### src/rtl/alu_exec_unit.sv
// -----------------------------------------------------------------------------
// alu_exec_unit
//   EX-stage execute unit behind a valid/ready handshake. ADD, SUB, AND, OR,
//   XOR and SLT finish in the accept cycle. SLL, SRL and SRA move the result by
//   one bit per cycle, and the unit holds in_ready low while a shift runs.
//   The result and the Zero/Negative/Carry/OverFlow flags are registered. They
//   stay stable in DONE until the downstream stage takes them.
//
// Ports
//   clk         rising-edge clock
//   rst         synchronous reset, active-low
//   in_valid    operation request
//   in_ready    unit can accept an operation (IDLE and out of reset)
//   ALUControl  000 ADD, 001 SUB, 010 AND, 011 OR, 100 XOR, 101 SLT,
//               110 SLL, 111 shift right
//   sra_sel     with 111: 1 = arithmetic right, 0 = logical right
//   A, B        operands; the shift amount is B[$clog2(WIDTH)-1:0]
//   out_valid   Result and flags valid
//   out_ready   downstream accepts the result
//   Result      registered result
//   Zero, Negative, Carry, OverFlow  registered flags
// -----------------------------------------------------------------------------
module alu_exec_unit #(
  parameter int WIDTH = 32
) (
  input  logic             clk,
  input  logic             rst,
  input  logic             in_valid,
  output logic             in_ready,
  input  logic [2:0]       ALUControl,
  input  logic             sra_sel,
  input  logic [WIDTH-1:0] A,
  input  logic [WIDTH-1:0] B,
  output logic             out_valid,
  input  logic             out_ready,
  output logic [WIDTH-1:0] Result,
  output logic             Zero,
  output logic             Negative,
  output logic             Carry,
  output logic             OverFlow
);

  localparam int SHW = $clog2(WIDTH);

  localparam logic [2:0] OP_ADD = 3'b000;
  localparam logic [2:0] OP_SUB = 3'b001;
  localparam logic [2:0] OP_AND = 3'b010;
  localparam logic [2:0] OP_OR  = 3'b011;
  localparam logic [2:0] OP_XOR = 3'b100;
  localparam logic [2:0] OP_SLT = 3'b101;
  localparam logic [2:0] OP_SLL = 3'b110;
  localparam logic [2:0] OP_SRX = 3'b111;

  typedef enum logic [1:0] {
    ST_IDLE  = 2'b00,
    ST_SHIFT = 2'b01,
    ST_DONE  = 2'b10
  } state_t;

  state_t           r_state;
  logic [WIDTH-1:0] r_result;
  logic [SHW-1:0]   r_count;
  logic [2:0]       r_op;
  logic             r_sra;
  logic             r_out_valid;
  logic             r_zero;
  logic             r_neg;
  logic             r_carry;
  logic             r_ovf;

  logic [WIDTH-1:0] w_alu_res;
  logic             w_alu_c;
  logic             w_alu_v;
  logic             w_is_shift;
  logic [SHW-1:0]   w_shamt;
  logic [WIDTH-1:0] w_shift_next;

  // Adder with carry-in. It returns {overflow, carry_out, sum}. The caller
  // passes the operand already inverted for SUB, so one overflow rule covers
  // both ADD and SUB.
  function automatic logic [WIDTH+1:0] add_flags(
    input logic [WIDTH-1:0] a,
    input logic [WIDTH-1:0] b,
    input logic             cin
  );
    logic [WIDTH:0] sum_ext;
    logic           ovf;
    sum_ext = {1'b0, a} + {1'b0, b} + {{WIDTH{1'b0}}, cin};
    ovf     = (a[WIDTH-1] == b[WIDTH-1]) && (sum_ext[WIDTH-1] != a[WIDTH-1]);
    return {ovf, sum_ext[WIDTH], sum_ext[WIDTH-1:0]};
  endfunction

  assign in_ready   = (r_state == ST_IDLE) && rst;
  assign w_is_shift = (ALUControl == OP_SLL) || (ALUControl == OP_SRX);
  assign w_shamt    = B[SHW-1:0];

  // Single-cycle datapath for the non-shift codes, evaluated on the live inputs
  always_comb begin
    logic [WIDTH+1:0] sum_v;
    w_alu_res = {WIDTH{1'b0}};
    w_alu_c   = 1'b0;
    w_alu_v   = 1'b0;
    sum_v     = {(WIDTH+2){1'b0}};
    case (ALUControl)
      OP_ADD: begin
        sum_v     = add_flags(A, B, 1'b0);
        w_alu_res = sum_v[WIDTH-1:0];
        w_alu_c   = sum_v[WIDTH];
        w_alu_v   = sum_v[WIDTH+1];
      end
      OP_SUB: begin
        sum_v     = add_flags(A, ~B, 1'b1);
        w_alu_res = sum_v[WIDTH-1:0];
        w_alu_c   = sum_v[WIDTH];
        w_alu_v   = sum_v[WIDTH+1];
      end
      OP_AND: w_alu_res = A & B;
      OP_OR:  w_alu_res = A | B;
      OP_XOR: w_alu_res = A ^ B;
      OP_SLT: w_alu_res = {{(WIDTH-1){1'b0}}, ($signed(A) < $signed(B))};
      default: begin
        w_alu_res = {WIDTH{1'b0}};
        w_alu_c   = 1'b0;
        w_alu_v   = 1'b0;
      end
    endcase
  end

  // One-bit shift step applied to the held result while in SHIFT
  always_comb begin
    w_shift_next = r_result;
    case (r_op)
      OP_SLL: w_shift_next = {r_result[WIDTH-2:0], 1'b0};
      OP_SRX: begin
        if (r_sra) begin
          w_shift_next = {r_result[WIDTH-1], r_result[WIDTH-1:1]};
        end else begin
          w_shift_next = {1'b0, r_result[WIDTH-1:1]};
        end
      end
      default: w_shift_next = r_result;
    endcase
  end

  // Control FSM with registered result, flags and out_valid
  always_ff @(posedge clk) begin
    if (!rst) begin
      r_state     <= ST_IDLE;
      r_result    <= {WIDTH{1'b0}};
      r_count     <= {SHW{1'b0}};
      r_op        <= 3'b000;
      r_sra       <= 1'b0;
      r_out_valid <= 1'b0;
      r_zero      <= 1'b0;
      r_neg       <= 1'b0;
      r_carry     <= 1'b0;
      r_ovf       <= 1'b0;
    end else begin
      case (r_state)
        ST_IDLE: begin
          r_out_valid <= 1'b0;
          // in_ready equals IDLE while rst is high, so in_valid here is an accept
          if (in_valid) begin
            r_op  <= ALUControl;
            r_sra <= sra_sel;
            if (w_is_shift) begin
              r_result <= A;
              r_count  <= w_shamt;
              r_carry  <= 1'b0;
              r_ovf    <= 1'b0;
              if (w_shamt == {SHW{1'b0}}) begin
                // A zero shift amount passes A straight through
                r_zero      <= (A == {WIDTH{1'b0}});
                r_neg       <= A[WIDTH-1];
                r_out_valid <= 1'b1;
                r_state     <= ST_DONE;
              end else begin
                r_state <= ST_SHIFT;
              end
            end else begin
              r_result    <= w_alu_res;
              r_carry     <= w_alu_c;
              r_ovf       <= w_alu_v;
              r_zero      <= (w_alu_res == {WIDTH{1'b0}});
              r_neg       <= w_alu_res[WIDTH-1];
              r_out_valid <= 1'b1;
              r_state     <= ST_DONE;
            end
          end else begin
            r_state <= ST_IDLE;
          end
        end
        ST_SHIFT: begin
          r_result <= w_shift_next;
          r_count  <= r_count - SHW'(1);
          // Count reaches zero with this step, so this shifted value is final
          if (r_count == SHW'(1)) begin
            r_zero      <= (w_shift_next == {WIDTH{1'b0}});
            r_neg       <= w_shift_next[WIDTH-1];
            r_out_valid <= 1'b1;
            r_state     <= ST_DONE;
          end else begin
            r_state <= ST_SHIFT;
          end
        end
        ST_DONE: begin
          if (out_ready) begin
            r_out_valid <= 1'b0;
            r_state     <= ST_IDLE;
          end else begin
            r_state <= ST_DONE;
          end
        end
        default: begin
          r_out_valid <= 1'b0;
          r_state     <= ST_IDLE;
        end
      endcase
    end
  end

  assign out_valid = r_out_valid;
  assign Result    = r_result;
  assign Zero      = r_zero;
  assign Negative  = r_neg;
  assign Carry     = r_carry;
  assign OverFlow  = r_ovf;

endmodule

### config.mk
export PLATFORM = sky130hd
export DESIGN_NAME = alu_exec_unit
export DESIGN_NICKNAME = d
export VERILOG_FILES = /design/src/rtl/alu_exec_unit.sv
export SDC_FILE = /design/constraint.sdc
export NUM_CORES = 1
export LEC_CHECK = 0
export ABC_AREA = 1
export CAP_MARGIN = 20
export CORE_MARGIN = 4
export CORE_UTILIZATION = 45
export DETAILED_ROUTE_END_ITERATION = 10
export PLACE_DENSITY = 0.67
export REMOVE_ABC_BUFFERS = 1
export SYNTH_ARGS = -nofsm -noshare
export SYNTH_HDL_FRONTEND = slang
export SYNTH_SLANG_ARGS = --single-unit
### constraint.sdc
create_clock -name clk -period 2.5 [get_ports clk]
set_input_delay 0.25 -clock clk [delete_from_list [all_inputs] [get_ports clk]]
set_output_delay 0.25 -clock clk [all_outputs]
set_load 0.02 [all_outputs]
After elaboration in Yosys (flattened, before gate mapping)
Cells that the tools add are included.
{"block": "word_totals", "reg_bits": 48, "inputBits": 72, "out_inout_bits": 38, "elab_cells": 91}
{"block": "op_classes", "add_sub_neg": 4, "order_cmp": 1, "eq_ne": 21, "n_mux": 35, "bitwise": 4, "reduce_logical": 16}
{"cell": "$pmux W32 S6", "count": 1}
{"cell": "$pmux W32 S2", "count": 2}
{"cell": "$logic_not A32 Y1", "count": 3}
{"cell": "$mux W32", "count": 3}
{"cell": "$add A32 B32 Y33", "count": 2}
{"cell": "$add A33 B1 Y33 const B", "count": 1}
{"cell": "$and A32 B32 Y32", "count": 1}
{"cell": "$lt A32 B32 Y1", "count": 1}
{"cell": "$not A32 Y32", "count": 1}
{"cell": "$or A32 B32 Y32", "count": 1}
{"cell": "$xor A32 B32 Y32", "count": 1}
{"cell": "$eq A3 B3 Y1 const B", "count": 6}
{"cell": "$mux W1", "count": 15}
{"cell": "$mux W2", "count": 5}
{"cell": "$mux W5", "count": 2}
{"cell": "$pmux W5 S2", "count": 1}
{"cell": "$ne A2 B2 Y1 const B", "count": 4}
{"cell": "$pmux W1 S2", "count": 4}
{"cell": "$eq A3 B2 Y1 const B", "count": 2}
{"cell": "$pmux W2 S3", "count": 1}
{"cell": "$reduce_and A2 Y1", "count": 3}
{"cell": "$eq A5 B1 Y1 const B", "count": 1}
{"cell": "$logic_not A5 Y1", "count": 1}
{"cell": "$sub A5 B1 Y5 const B", "count": 1}
{"cell": "14 further kinds", "count": 18}

Depth between registers and ports, before layout
Gate-level depths: netlist of the first run.
{"block": "logic_depth", "ltp_word": 8, "depth_mapped": 24, "depth_no_buf": 23}

Least setup slack after synthesis of the first run
Ideal clock, no wire load.
{"block": "synth_path", "kind": "in2reg", "start": "in A[0]", "end": "reg r_zero, in the netlist Zero", "setup_ps": 66, "t_arrival_ps": 2223, "required_ps": 2434, "slack_ps": 210, "cell_stages": 23, "path_buffers": 0, "cell_sequence": "inv_1 > ha_1 > inv_1 > fa_1 > nand2_2 > nand2_2 > nand3_2 > nand2_2 > nand2_1 > nand2_1 > nand2_1 > nand2_1 > nand2_1 > nand3_1 > nand2_1 > nor2_1 > nor2_1 > nand2_1 > nor2_1 > nand3_1 > nand2_1 > nand2_1 > a21oi_2"}
{"block": "synth_between", "elab_chain_cells": 7, "elab_cells_between_ends": 14, "classes_between": "add/sub: 3; order compare: 1; mux: 5; bitwise: 3; reduce/logical: 2"}
{"item": "start: declaration", "line_no": "32", "text": "input logic [WIDTH-1:0] A,"}
{"item": "$add A32 B32 Y33", "line_no": "88", "text": "sum_ext = {1'b0, a} + {1'b0, b} + {{WIDTH{1'b0}}, cin};"}
{"item": "$add A33 B1 Y33", "line_no": "88"}
{"item": "$pmux W32 S6", "line_no": "104", "text": "case (ALUControl)"}
{"item": "$logic_not A32 Y1", "line_no": "184", "text": "r_zero <= (w_alu_res == {WIDTH{1'b0}});"}
{"item": "$mux W1 (*)", "line_no": "166", "text": "if (w_is_shift) begin"}
{"item": "$mux W1 (*)", "line_no": "163", "text": "if (in_valid) begin"}
{"item": "$pmux W1 S2 (*)", "line_no": "159", "text": "case (r_state)"}
{"item": "end signal: assignment", "line_no": "173", "text": "r_zero <= (A == {WIDTH{1'b0}});"}
{"item": "end signal: assignment", "line_no": "184"}
{"item": "end signal: assignment", "line_no": "198", "text": "r_zero <= (w_shift_next == {WIDTH{1'b0}});"}
{"item": "end: declaration", "line_no": "66", "text": "logic r_zero;"}
Mark *: on every way between the ends. The rest lies on a longest branch, timed or not. The select of a mux whose other input is x is not followed.
A chain may end at the register's enable or synchronous reset.

Worst setup path after layout of the first run
{"block": "layout_path", "start": "in A[23]", "end": "reg r_zero, in the netlist Zero"}
Same word-level chain as after synthesis.

==> impl_metrics.ini, run 1 <==
[route]
drt_iter0_drc = 1222
wl_per_cell_um = 18.4
vias_per_cell = 5.65
first_pass_iters = 6
ant_nets = 0
dr_total_vias = 13857
drt-total-wl_um = 45100
drc = 0

[pwr]
seqPwrFrac_pct = 16.5
p_int_mw = 3.10
leakagePower_nw = 7.88
switching_share_pct = 43.8
combPwrFrac_pct = 65.8
clockPowerShare_pct = 17.7
switching_power_mw = 2.42
vdd_drop_max_v = 0.000380
p_per_area_nw_per_um2 = 348

[worst_setup_path]
critPathBufInv = 2
worst-r2r-setup-slack_ns = 0.15
crit_path_start_kind = input port
cpMostUsedCell = nand2_1
critical_path_class = input port to register
endpoint_kind = register
r2r_start = r_op[1]
cp_max_fo = 3
r2r_end = Zero
crit_required_ns = 2.73
cp_cell_sequence = dlygate4sd2_1 -> buf_4 -> ha_1 -> a21oi_4 -> nor2_2 -> nor2_2 -> o21ai_0 -> a21oi_2 -> nand3_1 -> nand3_2 -> nand3_2 -> nor2_1 -> nand2_1 -> nor2_1 -> nand3_1 -> nand2_1 -> nand2_1 -> a21oi_2
rr_worst_depth = 12
crit_slowest_cell = dlygate4sd2_1
slowest_delay_ns = 0.26
critPathArrivalTime_ns = 2.75
cp_top_family = simple AND/OR/NAND/NOR gates

[synthesis]
synth_area_um2 = 9410
yosysTopAreaCell = nand2_1
synthCells = 1721
synth_cell_type_count = 53
netlist.area_leader.share_pct = 17.9
seq_area_frac_synth_pct = 10.2
synth_edf_count = 0
async_flop_share_pct = 0
yosys-top-cells-area = nand2_1 (18%), ha_1 (14%), inv_1 (11%), dfxtp_1 (10%), nand3_1 (8.0%)
synth-seq-cells = 48
yosysWarnings = 0
avgSynthCellArea_um2 = 5.47
yosysMostFrequentCell = nand2_1
synth-main-ff-cell = dfxtp_1
synth_commonest_cells = nand2_1 (449), inv_1 (276), nor2_1 (157)

[hold_path]
hold_class = input port to register
holdPathStages = 4
hold_end = r_count[0]
hp-start = B[0]

[timing]
max_freq_mhz = 396
finClkSkew_ns = 0.00424
holdWs_ns = 0.400
finalCritPeriodShare_pct = 101
setup-violations-final = 1
tightest_slew_ns = 0.514
maxSlewViolCount = 0
worst_slack_ns = -0.0235
rsz0062_at_grt = true
slew_headroom_pct = 65.5
hold_viol = 0
min_period_ns = 2.52

[cells_and_area]
n_fill_cell = 1617
antenna_cells = 0
nNetsFinal = 2359
drive_above_1_share_pct = 41.4
area_growth_pct = 68.5

[clock_tree]
clockRootBuffer = clkbuf_16
clkLatencyLatePin_ns = 0.29
htreeDepth = 2
cts.clk_slew.worst_paths_ns = 0.07
cts_tree = yes
holdBufCountCts = 0
cts_buffer_depth = 2
cts_buffers = 5
clock-sinks = 48

[grt]
antenna_found_initial = 0
overflow = 0
grt.total_usage_pct = 34.9
grt_max_degree = 59
grt_first_pass_wirelength_um = 67100
first_global_vias = 13003

[die]
num_rows = 52
die_h_um = 153
die_w_um = 153
core_um2 = 20400
dieArea_um2 = 23300
pin_count = 110
initial_core_util_pct = 46.2

[job]
maxCapViolCount = 0

[placed_design]
portBuffers = 109
dp_slack_ns = -0.788
place.gp.congestion = 1.02
dp_hpwl_um = 34900

[outcome]
violations = negative setup slack
outcome = finished, violations left
==> how the worst max path moves through the flow <==
stage                       endpoint  slack, ns        from  cells past startpoint
final                           Zero      -0.02       A[23]                     18
after CTS                       Zero      -0.13       A[22]                     20
after floorplan           r_count[2]      -0.62  r_state[0]                      9
after global routing            Zero      -0.13       A[14]                     20
after global placement          Zero      -0.82        B[5]                     21
after detailed placement        Zero      -0.79        A[5]                     21
==> layout make-up <==
type	instances	area (um^2)	area share, %
Inverter	293	1110	7.04
Sequential cell	48	961	6.06
Clock inverter	3	90.1	0.568
Tap cell	270	338	2.13
Timing Repair Buffer	524	4410	27.8
Clock buffer	5	125	0.790
Multi-Input combinational cell	1308	8810	55.6
==> metrics by stage <==
step / util [%] / power, mW / instance area, um^2 / cells / TNS (ns)
final: 77.8 / 5.52 / 15800 / 2451 / -0.0235
after global routing: 77.8 / 5.80 / 15800 / 2451 / -0.160
after CTS: 71.7 / 5.02 / 14600 / 2414 / -0.176
after detailed placement: 65.6 / 3.78 / 13400 / 2394 / -15.03
after global placement: 65.6 / 3.75 / 13400 / 2394 / -14.32
after floorplan: - / 2.32 / 9020 / 1649 / -5.46
==> power by group through the flow <==
stage                     clock, mW  combinational [mW]  sequential, mW
final                         0.977                3.63           0.912
after detailed placement          0                2.86           0.925
after floorplan                   0                1.34           0.974
after global placement            0                2.82           0.924
after global routing           1.00                3.88           0.921
after CTS                     0.972                3.14           0.908
==> layer usage <==
layer | up-vias | routed length [um] | GRT usage (%)
met5 | - | 0 | 0
met4 | 0 | 2060 | 11.7
met3 | 166 | 4500 | 4.49
met2 | 791 | 20300 | 57.2
met1 | 6375 | 18300 | 47.4
li1 | 6525 | - | -
==> logic make-up after synthesis <==
group	share of synthesized area (%)
flops	10.2
fa+ha+maj	14.4
xor+xnor	0.279
buf+inv	15.8
simple gates	38.2
compound gates	21.1
==> repair_timing <==
action,4_1_cts,5_1_grt
buffers inserted,12,38
setup endpoints to repair,25,20
gates resized for setup,314,356
pin swaps,74,151
==> worst register-to-register path, cell delays in order, from the launching register on <==
cell and delay [ns]:
dfxtp_1 0.32, nand2_1 0.17, inv_1 0.17, nand2_1 0.09, inv_1 0.10, buf_4 0.19, nand2_1 0.06, inv_1 0.04
a221oi_1 0.44, nand4_1 0.15, nor4_1 0.29, a21oi_1 0.13, a21oi_2 0.13
==> registers in the layout, indices dropped and copies added (netlist names), 2 cells and up <==
name and flops:
Result 32, r_count 5, r_op 3, r_state 2
==> layout by cell type (no fill, tap or decap), drive strengths merged, types with 48 or more instances in the layout <==
cell type  netlist  layout
nand2          458     458
buf             44     418
inv            290     290
nor2           164     164
nand3          155     155
a21oi          152     152
o21ai          105     105
ha             105     105
o22ai           51      51
dfxtp           48      48
No activity file was read; power rests on OpenSTA's default activity.
==> inputs of run 2 (changes only) <==
GPL_TIMING_DRIVEN = 0   (was default)
==> impl_metrics.ini, run 2 (synthesis results as in run 1) <==
[route]
drt-total-wl_um = 40200
first_pass_iters = 5
wl_per_cell_um = 18.8
vias_per_cell = 5.82
drc = 0
drt_iter0_drc = 1145
dr_total_vias = 12463
ant_nets = 0

[die]
die_h_um = 153
core_um2 = 20400
initial_core_util_pct = 46.2
num_rows = 52
pin_count = 110
die_w_um = 153
dieArea_um2 = 23300

[job]
maxCapViolCount = 0

[pwr]
switching_share_pct = 47.7
leakagePower_nw = 6.11
vdd_drop_max_v = 0.000283
combPwrFrac_pct = 63.5
p_per_area_nw_per_um2 = 362
clockPowerShare_pct = 17.2
p_int_mw = 2.48
seqPwrFrac_pct = 19.3
switching_power_mw = 2.26

[grt]
grt_first_pass_wirelength_um = 61000
overflow = 0
grt_max_degree = 65
antenna_found_initial = 0
grt.total_usage_pct = 32.1
first_global_vias = 11335

[cells_and_area]
antenna_cells = 0
mostFrequentLayoutCell = nand2_1
final_util_pct = 64.2
area_growth_pct = 39.0
largest_register_ffs = 32
nNetsFinal = 2049
fin_cells = 2141
drive_above_1_share_pct = 30.3
mostFrequentLayoutCells = nand2_1 (349), inv_1 (189), nand3_1 (118)

[placed_design]
place.gp.congestion = 1.03
dp_slack_ns = -1.23
dp.cells = 2030
portBuffers = 109
dp_hpwl_um = 29100

[worst_setup_path]
r2r_end = Zero
cpMostUsedCell = nand2_1
crit_slowest_cell = dlygate4sd2_1
critical_path_class = input port to register
endpoint_kind = register
r2r_start = r_op[1]
slowest_delay_ns = 0.27
critPathArrivalTime_ns = 2.70
rr_worst_depth = 10
crit_path_start_kind = input port
crit_required_ns = 2.74
worst-r2r-setup-slack_ns = 0.15
cp_max_fo = 7
cp_cell_sequence = dlygate4sd2_1 -> inv_2 -> ha_4 -> inv_2 -> nand2_4 -> nor3_2 -> nand2_1 -> nand3_2 -> nand2_1 -> nand3_1 -> nand3_2 -> nor2_1 -> nand2_1 -> nor2_2 -> nand3_1 -> nand2_2 -> nand2_2 -> a21oi_2

[timing]
worst_slack_ns = 0.0406
rsz0062_at_grt = true
finClkSkew_ns = 0.00470
maxSlewViolCount = 0
max_freq_mhz = 407
hold_viol = 0
min_period_ns = 2.46
setup-violations-final = 0
finalCritPeriodShare_pct = 98.4
slew_headroom_pct = 54.4
tightest_slew_ns = 0.678

[clock_tree]
cts_buffer_depth = 2
clockRootBuffer = clkbuf_16
cts.clk_slew.worst_paths_ns = 0.07
holdBufCountCts = 0
cts_buffers = 5
clock-sinks = 48
htreeDepth = 2
cts_tree = yes
clkLatencyLatePin_ns = 0.30

[hold_path]
hp-start = B[0]
holdPathStages = 3
hold_class = input port to register
hold_end = r_count[0]

[outcome]
outcome = finished clean
-- run 2: power by group through the flow --
stage                     logic [mW]  clock network, mW  registers, mW
final                           3.01              0.815          0.915
after global routing            3.23              0.853          0.923
after CTS                       2.72              0.822          0.910
after detailed placement        2.19                  0          0.925
after global placement          2.16                  0          0.925
after floorplan                 1.34                  0          0.974
-- run 2: how the worst max path moves through the flow --
stage	startpoint	to	cells after the start
final	A[18]	Zero	18
after global routing	B[8]	Zero	21
after CTS	B[21]	Zero	20
after detailed placement	in_valid	r_count[2]	9
after global placement	in_valid	r_count[2]	9
after floorplan	r_state[0]	r_count[2]	9
-- run 2: final cells by class --
type                       instances  area [um^2]
fill                            1974         7290
timing repair buffer             209         1790
sequential                        48          961
timing repair inverter             3         17.5
tap                              270          338
clock inverter                     2         38.8
inverter                         293         1160
multi-input combinational       1310         8630
clock buffer                       6          139
-- run 2: critical path, delay by kind of cell --
family,cells,cell delay [ns]
AND/OR/NAND/NOR,13,1.50
buffers and inverters,3,0.54
adder cells (fa/ha/maj),1,0.26
AO/OA/AOI/OAI,1,0.13
-- run 2: stage by stage --
step                      hold slack [ns]  power, mW  area (um^2)  setup TNS [ns]
final                               0.289       4.74        13100               0
after CTS                           0.409       4.46        12500               0
after global routing                0.290       5.01        13100          -0.175
after detailed placement            0.455       3.11        10500          -31.55
after floorplan                     0.386       2.32         9020           -5.46
after global placement              0.454       3.08        10500          -70.02
-- run 2: timing repair --
| action | CTS | global route |
|---|---|---|
| pin swaps | 95 | 92 |
| hold endpoints to repair | 0 | 0 |
| setup endpoints to repair | 44 | 17 |
| cloned | 5 | 0 |
| resized for setup | 490 | 173 |
| setup buffers | 68 | 30 |
-- run 2: layer usage --
layer	global-route usage (%)	wire length, um	vias to the layer above
met2	52.4	17900	677
li1	-	-	5916
met1	44.2	17100	5767
met4	10.4	1380	0
met5	0	0	-
met3	3.89	3850	103
